--- src/rtl/odesa_pkg.sv ---
// -----------------------------------------------------------------------------
// odesa_pkg
// Shared types and helpers for the ODESA integrate-and-fire neuron.
//   state_t   : neuron FSM states (idle / firing / refractory)
//   calc_sw   : width of a trace sum, TW + clog2(P_N), so the sum cannot overflow
//   sat_add   : add that clamps at an upper bound (threshold ceiling)
//   floor_sub : subtract that clamps at a lower bound (threshold floor)
// -----------------------------------------------------------------------------
package odesa_pkg;

    typedef enum logic [1:0] {
        S_IDLE    = 2'd0,
        S_FIRE    = 2'd1,
        S_REFRACT = 2'd2
    } state_t;

    function automatic int calc_sw(input int n, input int tw);
        return tw + $clog2(n);
    endfunction

    // The 33-bit intermediate keeps the carry so the clamp cannot be fooled by wrap-around
    function automatic logic [31:0] sat_add(input logic [31:0] a,
                                            input logic [31:0] b,
                                            input logic [31:0] max_val);
        logic [32:0] s;
        s = {1'b0, a} + {1'b0, b};
        return (s > {1'b0, max_val}) ? max_val : s[31:0];
    endfunction

    function automatic logic [31:0] floor_sub(input logic [31:0] a,
                                              input logic [31:0] b,
                                              input logic [31:0] floor_val);
        if ((a < b) || ((a - b) < floor_val)) begin
            return floor_val;
        end
        return a - b;
    endfunction

endpackage

--- src/rtl/odesa_neuron_trace_adder.sv ---
// -----------------------------------------------------------------------------
// trace_adder
// Registered unsigned sum of P_N synapse traces.
//   i_clk, i_rst_n : clock, asynchronous active-low reset
//   i_trace        : P_N concatenated traces, synapse k at [k*TW +: TW]
//   o_sum          : registered sum, SW bits wide (never overflows)
// -----------------------------------------------------------------------------
module trace_adder
    import odesa_pkg::*;
#(
    parameter int P_N  = 4,
    parameter int TW   = 16,
    localparam int SW  = calc_sw(P_N, TW)
) (
    input  logic              i_clk,
    input  logic              i_rst_n,
    input  logic [P_N*TW-1:0] i_trace,
    output logic [SW-1:0]     o_sum
);

    logic [SW-1:0] sum_c;

    always_comb begin
        sum_c = '0;
        for (int k = 0; k < P_N; k++) begin
            sum_c = sum_c + SW'(i_trace[k*TW +: TW]);
        end
    end

    always_ff @(posedge i_clk or negedge i_rst_n) begin
        if (!i_rst_n) begin
            o_sum <= '0;
        end else begin
            o_sum <= sum_c;
        end
    end

endmodule

--- src/rtl/odesa_neuron.sv ---
// -----------------------------------------------------------------------------
// odesa_neuron
// Integrate-and-fire neuron with adaptive (homeostatic) threshold.
//   i_clk, i_rst_n : clock, asynchronous active-low reset
//   i_trace        : P_N concatenated synapse traces (TW bits each)
//   i_th_load      : load i_th_value (clamped to the floor) into the threshold
//   i_th_value     : threshold load value
//   o_spike        : one-cycle spike pulse
//   o_refract      : high while firing or refractory
//   o_sum          : registered trace sum
//   o_thresh       : current threshold
// The threshold rises by P_TH_INC on every spike (saturating) and relaxes by one
// LSB every P_TH_DECAY idle cycles, never below P_TH_MIN.
// -----------------------------------------------------------------------------
module odesa_neuron
    import odesa_pkg::*;
#(
    parameter int P_N        = 4,
    parameter int P_WIDTH    = 8,
    parameter int P_NBIT     = 8,
    parameter int P_REFRACT  = 4,
    parameter int P_TH_INIT  = 32768,
    parameter int P_TH_MIN   = 1024,
    parameter int P_TH_INC   = 2048,
    parameter int P_TH_DECAY = 64,
    localparam int TW        = P_WIDTH + P_NBIT,
    localparam int SW        = calc_sw(P_N, TW)
) (
    input  logic              i_clk,
    input  logic              i_rst_n,
    input  logic [P_N*TW-1:0] i_trace,
    input  logic              i_th_load,
    input  logic [SW-1:0]     i_th_value,
    output logic              o_spike,
    output logic              o_refract,
    output logic [SW-1:0]     o_sum,
    output logic [SW-1:0]     o_thresh
);

    localparam int          RW       = $clog2(P_REFRACT + 1);
    localparam int          DW       = $clog2(P_TH_DECAY + 1);
    localparam logic [31:0] TH_MAX32 = (32'd1 << SW) - 32'd1;
    localparam logic [SW-1:0] TH_MIN = SW'(P_TH_MIN);

    state_t         state;
    state_t         next_state;
    logic [RW-1:0]  refr_cnt;
    logic [DW-1:0]  decay_cnt;
    logic           fire_now;

    trace_adder #(
        .P_N (P_N),
        .TW  (TW)
    ) u_adder (
        .i_clk   (i_clk),
        .i_rst_n (i_rst_n),
        .i_trace (i_trace),
        .o_sum   (o_sum)
    );

    // Crossing test against the threshold as it stands this cycle; a load issued
    // in the same cycle only affects later comparisons.
    assign fire_now = (state == S_IDLE) && (o_sum >= o_thresh);

    always_ff @(posedge i_clk or negedge i_rst_n) begin
        if (!i_rst_n) begin
            state <= S_IDLE;
        end else begin
            state <= next_state;
        end
    end

    always_comb begin
        next_state = state;
        case (state)
            S_IDLE:    if (fire_now) next_state = S_FIRE;
            S_FIRE:    next_state = S_REFRACT;
            S_REFRACT: if (refr_cnt == '0) next_state = S_IDLE;
            default:   next_state = S_IDLE;
        endcase
    end

    // Loaded on the way out of S_FIRE so that P_REFRACT=1 yields a single
    // refractory cycle (counter already zero on entry).
    always_ff @(posedge i_clk or negedge i_rst_n) begin
        if (!i_rst_n) begin
            refr_cnt <= '0;
        end else if (state == S_FIRE) begin
            refr_cnt <= RW'(P_REFRACT - 1);
        end else if ((state == S_REFRACT) && (refr_cnt != '0)) begin
            refr_cnt <= refr_cnt - 1'b1;
        end
    end

    // Outputs decoded from the next state and registered, so o_spike and
    // o_refract line up with the state they describe.
    always_ff @(posedge i_clk or negedge i_rst_n) begin
        if (!i_rst_n) begin
            o_spike   <= 1'b0;
            o_refract <= 1'b0;
        end else begin
            o_spike   <= (next_state == S_FIRE);
            o_refract <= (next_state != S_IDLE);
        end
    end

    // Threshold homeostasis: load beats spike increment beats idle decay.
    always_ff @(posedge i_clk or negedge i_rst_n) begin
        if (!i_rst_n) begin
            o_thresh  <= SW'(P_TH_INIT);
            decay_cnt <= '0;
        end else if (i_th_load) begin
            o_thresh  <= (i_th_value < TH_MIN) ? TH_MIN : i_th_value;
            decay_cnt <= '0;
        end else if (fire_now) begin
            o_thresh  <= SW'(sat_add(32'(o_thresh), 32'(P_TH_INC), TH_MAX32));
            decay_cnt <= '0;
        end else if (state == S_IDLE) begin
            if (decay_cnt == DW'(P_TH_DECAY - 1)) begin
                decay_cnt <= '0;
                o_thresh  <= SW'(floor_sub(32'(o_thresh), 32'd1, 32'(P_TH_MIN)));
            end else begin
                decay_cnt <= decay_cnt + 1'b1;
            end
        end
    end

endmodule

--- config.mk ---
export PLATFORM = sky130hd
export DESIGN_NAME = odesa_neuron
export DESIGN_NICKNAME = d
export VERILOG_FILES = /design/src/rtl/odesa_pkg.sv /design/src/rtl/odesa_neuron_trace_adder.sv /design/src/rtl/odesa_neuron.sv
export SDC_FILE = /design/constraint.sdc
export NUM_CORES = 1
export LEC_CHECK = 0
export ABC_AREA = 1
export ABC_CLOCK_PERIOD_IN_PS = 7200
export CORE_UTILIZATION = 57
export CTS_BUF_LIST = sky130_fd_sc_hd__clkbuf_8
export CTS_CLUSTER_SIZE = 16
export DETAILED_ROUTE_END_ITERATION = 8
export GPL_ROUTABILITY_DRIVEN = 1
export GPL_TIMING_DRIVEN = 0
export HOLD_SLACK_MARGIN = 0.05
export PLACE_DENSITY = 0.95
export SLEW_MARGIN = 20
export SYNTH_ARGS = -nofsm -noshare
export SYNTH_HDL_FRONTEND = slang
export SYNTH_HIERARCHICAL = 1
export SYNTH_SLANG_ARGS = --single-unit
--- constraint.sdc ---
create_clock -name i_clk -period 7.2 [get_ports i_clk]
set_clock_uncertainty 0.05 [all_clocks]
set_input_delay 2.16 -clock i_clk [delete_from_list [all_inputs] [get_ports i_clk]]
set_output_delay 2.16 -clock i_clk [all_outputs]
set_load 0.01 [all_outputs]
==> impl_metrics.tcl, run 1 <==
set metrics [dict create \
    num_vias 5249 \
    cts_resized 0 \
    maxSlewViolCount 0 \
    multi_input_area_sq_mm 0.00338 \
    htreeDepth 2 \
    drtPass1Iterations 5 \
    cts_buffer_depth 2 \
    cts_tree "done" \
    yosys_most_used_dff "dfrtp_1" \
    dieHeight_um 99.5 \
    place_congestion 0.948 \
    grt_first_pass_wirelength_um 21800 \
    cellLeakagePower_nw 3.78 \
    dp_hpwl_um 10700 \
    nets 1083 \
    synth_area_leaders "dfrtp_1 (23%), nand2_1 (17%), inv_1 (13%)" \
    cts_setup_buffers 0 \
    ys_top_cells_by_count "nand2_1 (245), inv_1 (182), nor2_1 (56), dfrtp_1 (49), ha_1 (43)" \
    wl_um 12600 \
    synth_compound_area_frac 0.0439 \
    synth-simple-area-share 0.332 \
    min_period_over_period 0.678 \
    hp-class "reg -> reg" \
    hold_viol_final 0 \
    final_area_sq_mm 0.00690 \
    die_w_um 99.5 \
    critPathSlowestCell "fa_1" \
    initial_core_util 0.586 \
    synth_warnings 6 \
    dp_slack_ns 2.00 \
    track_usage 0.272 \
    viasPerCell 4.98 \
    place_area_sq_mm 0.00680 \
    worst_slew_pin_slew_ns 0.485 \
    seq_power_share 0.238 \
    yosys.area_share.adder 0.218 \
    setup_violations 0 \
    drc 0 \
    cp-start-kind "input pin" \
    cts_hold_buffers 0 \
    synth_area_per_cell_sq_um 6.82 \
    clk_pin_slew_worst_paths_ns 0.09 \
    grt_pass1_vias 5135 \
    power.switching_w 0.00114 \
    io_pins 123 \
    io_buffers 121 \
    num_antenna_cells 0 \
    overflow 0 \
    fin_setup_tns_ns 0 \
    layoutNonFillerInstCount 1053 \
    drv_cap 0 \
    cp.arrival_ns 5.04 \
    fin_crit_ns 4.88 \
    comb_power_share 0.685 \
    clockRootBuffer "clkbuf_8" \
    rsz0062_at_grt "false" \
    path_cells "clkdlybuf4s50_1 -> inv_1 -> fa_1 -> inv_1 -> fa_1 -> ha_1 -> fa_1 -> nand2_1 -> nand2_1 -> and2_1 -> nand3_1 -> nand3_1 -> nand2_1 -> nand2_1" \
    synthMuxAreaShare 0 \
    detail-route-antenna-nets 0 \
    synth_most_common_cell "nand2_1" \
    cts_num_sinks 50 \
    antenna_found_initial 0 \
    fp-row-count 35 \
    fmaxAchievable_mhz 205 \
    cp_data_required_time_ns 7.36 \
    final_util 0.747 \
    cp_slowest_stage_delay_ns 0.53 \
    synth-xor-area-share 0.0307 \
    synth-seq-area-share 0.231 \
    drive_above_1_share 0.0649 \
    placed_cells 1045 \
    syn_area_sq_mm 0.00542 \
    grt_max_degree 32 \
    synth_top_area_share 0.226 \
    power_frac_clock 0.077 \
    p_per_area_mw_per_mm2 330 \
    post_drt_wl_per_cell_um 11.9 \
    synth_nets 954 \
    irDropWorstVdd_v 0.000133 \
    seq_area_sq_mm 0.00125 \
    synth-seq-cells 50 \
    synthArstFlopShare 1.00 \
    internal-power_w 0.00113 \
    core-area_sq_mm 0.00924 \
    crit_type "in -> reg" \
    crit_path_frequent_cell "nand2_1" \
    max_slew_margin 0.674 \
    outcome "finished clean" \
    synth_top_family_by_area "simple AND/OR/NAND/NOR gates" \
    synth_edf_count 0 \
    areaGrowthSynthToFinish_pct 27.4 \
    critPathMaxFanout 3 \
    clk_latency_ns 0.31 \
    worstSetupEndpointType "register" \
    cts_buffers 5 \
    die-area_sq_mm 0.00989 \
    synthesis.instances 794 \
    worst_slack_ns 2.32 \
    switching_share 0.503 \
    drt_iter0_drc 200 \
    fill_cells 690 \
    reg2reg_slack_ns 4.33 \
    synth_top_area_cell "dfrtp_1" \
    synth_cell_types 38 \
]
-- registers in the layout, indices dropped and copies added (netlist names) --
register	cells
decay_cnt	7
o_refract	1
o_spike	1
o_thresh	18
refr_cnt	3
state	2
u_adder/o_sum	18
-- layer usage --
metal,share of wire,global-route usage,vias up,routed length [um]
li1,-,-,2656,-
met1,0.40,0.318,2371,4980
met2,0.53,0.510,190,6610
met3,0.051,0.0274,32,640
met4,0.027,0.111,0,342
met5,0,0,-,0
-- power by group through the flow --
stage | Clock (W) | Sequential (W) | Combinational [W]
floorplan | 0 | 0.000556 | 0.000998
global placement | 0 | 0.000542 | 0.00148
detailed placement | 0 | 0.000546 | 0.00154
CTS | 0.000176 | 0.000540 | 0.00155
global route | 0.000186 | 0.000557 | 0.00178
finish | 0.000174 | 0.000542 | 0.00156
-- cell families after synthesis --
kind of cell | count (synthesis)
xor+xnor | 19
compound gates | 44
flops | 50
simple gates | 407
buf+inv | 199
fa+ha+maj | 75
-- path summary, 6_finish.rpt --
check	startpoint	end	depth (start not counted)
setup reg to reg	o_thresh[15]$_DFFE_PN1P_	o_thresh[12]$_DFFE_PN0P_	13
min in group asynchronous	i_rst_n	decay_cnt[1]$_DFFE_PN0P_	1
hold / removal	refr_cnt[0]$_DFFE_PN0P_	refr_cnt[0]$_DFFE_PN0P_	1
hold reg to reg	refr_cnt[0]$_DFFE_PN0P_	refr_cnt[0]$_DFFE_PN0P_	1
setup / recovery	i_trace[1]	u_adder/o_sum[13]$_DFF_PN0_	14
max in group asynchronous	i_rst_n	o_thresh[15]$_DFFE_PN1P_	2
-- layout make-up --
class,instances,area share
clock buffer,6,0.0120
timing repair buffer,122,0.178
multi-input combinational,545,0.490
clock inverter,2,0.00181
inverter,189,0.103
sequential,50,0.182
tap,129,0.0234
buffer,10,0.0109
-- critical path, delay by kind of cell --
kind / cells / cell delay, ns
buffers and inverters: 3 / 0.56
adders and majority gates: 4 / 1.66
and+or+nand+nor: 7 / 0.67
-- layout by cell type, fill, tap and decap left out, types with 3 or more instances in the layout --
cell type	n
nand2_2	11
inv_1	182
inv_2	7
dfrtp_1	49
buf_4	3
xor2_1	19
nor3_2	5
ha_1	43
clkdlybuf4s50_1	120
fa_1	32
buf_2	4
nor2_1	56
nand3b_1	5
clkbuf_8	6
nand3_1	37
nor2_2	8
a21oi_1	29
buf_6	3
o21ai_0	7
nand4_1	23
nand2_1	245
nor3_1	4
-- stage by stage --
stage / hold slack [ns] / power (W)
finish: 0.474 / 0.00228
global route: 0.497 / 0.00252
CTS: 0.474 / 0.00227
detailed placement: 0.460 / 0.00209
global placement: 0.437 / 0.00203
floorplan: 0.407 / 0.00155
No activity file was read; power rests on OpenSTA's default activity.
==> inputs of run 2 (changes only) <==
--- a/config.mk
+++ b/config.mk
@@ -6,8 +6,8 @@
 export NUM_CORES = 1
 export LEC_CHECK = 0
 export ABC_AREA = 1
-export ABC_CLOCK_PERIOD_IN_PS = 7200
-export CORE_UTILIZATION = 57
+export ABC_CLOCK_PERIOD_IN_PS = 5070
+export CORE_UTILIZATION = 53
 export CTS_BUF_LIST = sky130_fd_sc_hd__clkbuf_8
 export CTS_CLUSTER_SIZE = 16
 export DETAILED_ROUTE_END_ITERATION = 8
==> constraint.sdc (replaced) <==
create_clock -name i_clk -period 5.07 [get_ports i_clk]
set_clock_uncertainty 0.05 [all_clocks]
set_input_delay 1.521 -clock i_clk [delete_from_list [all_inputs] [get_ports i_clk]]
set_output_delay 1.521 -clock i_clk [all_outputs]
set_load 0.01 [all_outputs]
==> impl_metrics.tcl, run 2 (synthesis gave the netlist of run 1 again) <==
set metrics [dict create \
    max_slew_margin 0.575 \
    fin_crit_ns 4.25 \
    track_usage 0.260 \
    die_w_um 103 \
    worstSetupEndpointType "register" \
    drv_cap 0 \
    outcome "finished clean" \
    nets 1083 \
    fill_cells 812 \
    hp-class "reg -> reg" \
    final_cell_mix "nand2_1 (245), inv_1 (183), clkdlybuf4s50_1 (120)" \
    dp_hpwl_um 11100 \
    worst_slew_pin_slew_ns 0.632 \
    seq_area_sq_mm 0.00125 \
    cts_tree "done" \
    crit_type "in -> reg" \
    post_drt_wl_per_cell_um 12.2 \
    overflow 0 \
    clk_latency_ns 0.30 \
    reg2reg_slack_ns 2.09 \
    viasPerCell 4.96 \
    grt_first_pass_wirelength_um 21900 \
    cts_hold_buffers 0 \
    hold_viol_final 0 \
    cp.arrival_ns 4.40 \
    maxSlewViolCount 0 \
    initial_core_util 0.551 \
    htreeDepth 2 \
    core-area_sq_mm 0.00982 \
    clockRootBuffer "clkbuf_8" \
    cts_resized 0 \
    grt_pass1_vias 5185 \
    dieHeight_um 103 \
    drtPass1Iterations 5 \
    drt_iter0_drc 134 \
    place_congestion 0.931 \
    cp_data_required_time_ns 5.22 \
    multi_input_area_sq_mm 0.00338 \
    cts_num_sinks 50 \
    io_buffers 121 \
    drc 0 \
    largestRegisters "o_thresh x18, u_adder/o_sum x18, decay_cnt x7" \
    irDropWorstVdd_v 0.000214 \
    fmaxAchievable_mhz 235 \
    num_vias 5248 \
    io_pins 123 \
    wl_um 12900 \
    areaGrowthSynthToFinish_pct 27.2 \
    final_common_cell "nand2_1" \
    fin_setup_tns_ns 0 \
    cts_buffers 5 \
    die-area_sq_mm 0.0106 \
    rsz0062_at_grt "false" \
    setup_violations 0 \
    p_per_area_mw_per_mm2 467 \
    detail-route-antenna-nets 0 \
    cts_setup_buffers 0 \
    clk_pin_slew_worst_paths_ns 0.09 \
    antenna_found_initial 0 \
    fp-row-count 36 \
    min_period_over_period 0.838 \
    num_antenna_cells 0 \
    critPathMaxFanout 3 \
    cellLeakagePower_nw 3.79 \
    cts_buffer_depth 2 \
    p_total_w 0.00321 \
    grt_max_degree 29 \
    drive_above_1_share 0.0639 \
    cp-start-kind "input pin" \
]
run 2: stage by stage:
step	hold slack (ns)	setup slack, ns	cell area, sq um	utilization	instances
detailed placement	0.444	0.496	6810	0.693	1049
finish	0.460	0.823	6890	0.702	1057
global placement	0.436	0.552	6790	0.692	1048
floorplan	0.407	1.17	5420	-	794
CTS	0.461	0.816	6890	0.702	1057
global route	0.489	0.578	6890	0.702	1057
run 2: routing by layer:
metal,track usage,wire (um),vias to the layer above
met5,0,0,-
met4,0.0748,264,0
met3,0.0251,518,27
met2,0.505,6790,155
met1,0.299,5280,2411
li1,-,-,2655
run 2: area by class of cell:
class | count | area share
multi-input combinational | 545 | 0.490
sequential | 50 | 0.182
timing repair buffer | 122 | 0.178
inverter | 189 | 0.103
tap | 133 | 0.0242
buffer | 10 | 0.0109
clock buffer | 5 | 0.00999
clock inverter | 3 | 0.00200
run 2: critical path, stage by stage:
cell             delay (ns)
clkdlybuf4s50_1        0.46
inv_1                  0.06
fa_1                   0.53
inv_1                  0.05
fa_1                   0.45
ha_1                   0.25
fa_1                   0.40
nand2_1                0.08
nand2_1                0.07
and2_1                 0.18
nand3_1                0.12
nand3_1                0.12
nand2_1                0.07
nand2_1                0.04
run 2: path summary, 6_finish.rpt:
| kind | startpoint | end | depth (start not counted) |
|---|---|---|---|
| worst max register to register | o_thresh[15]$_DFFE_PN1P_ | o_thresh[11]$_DFFE_PN0P_ | 13 |
| worst min register to register | refr_cnt[0]$_DFFE_PN0P_ | refr_cnt[0]$_DFFE_PN0P_ | 1 |
| max in group asynchronous | i_rst_n | o_thresh[15]$_DFFE_PN1P_ | 2 |
| worst min-delay path | refr_cnt[0]$_DFFE_PN0P_ | refr_cnt[0]$_DFFE_PN0P_ | 1 |
| worst max-delay path | i_trace[1] | u_adder/o_sum[17]$_DFF_PN0_ | 14 |
| min in group asynchronous | i_rst_n | refr_cnt[1]$_DFFE_PN0P_ | 1 |
run 2: power by group:
group	leakage (nW)	internal (W)	total, W	switching, W
logic	3.12	0.000924	0.00222	0.00130
registers	0.618	0.000574	0.000772	0.000198
clock network	0.0491	0.0000940	0.000224	0.000130
total	3.79	0.00159	0.00321	0.00162
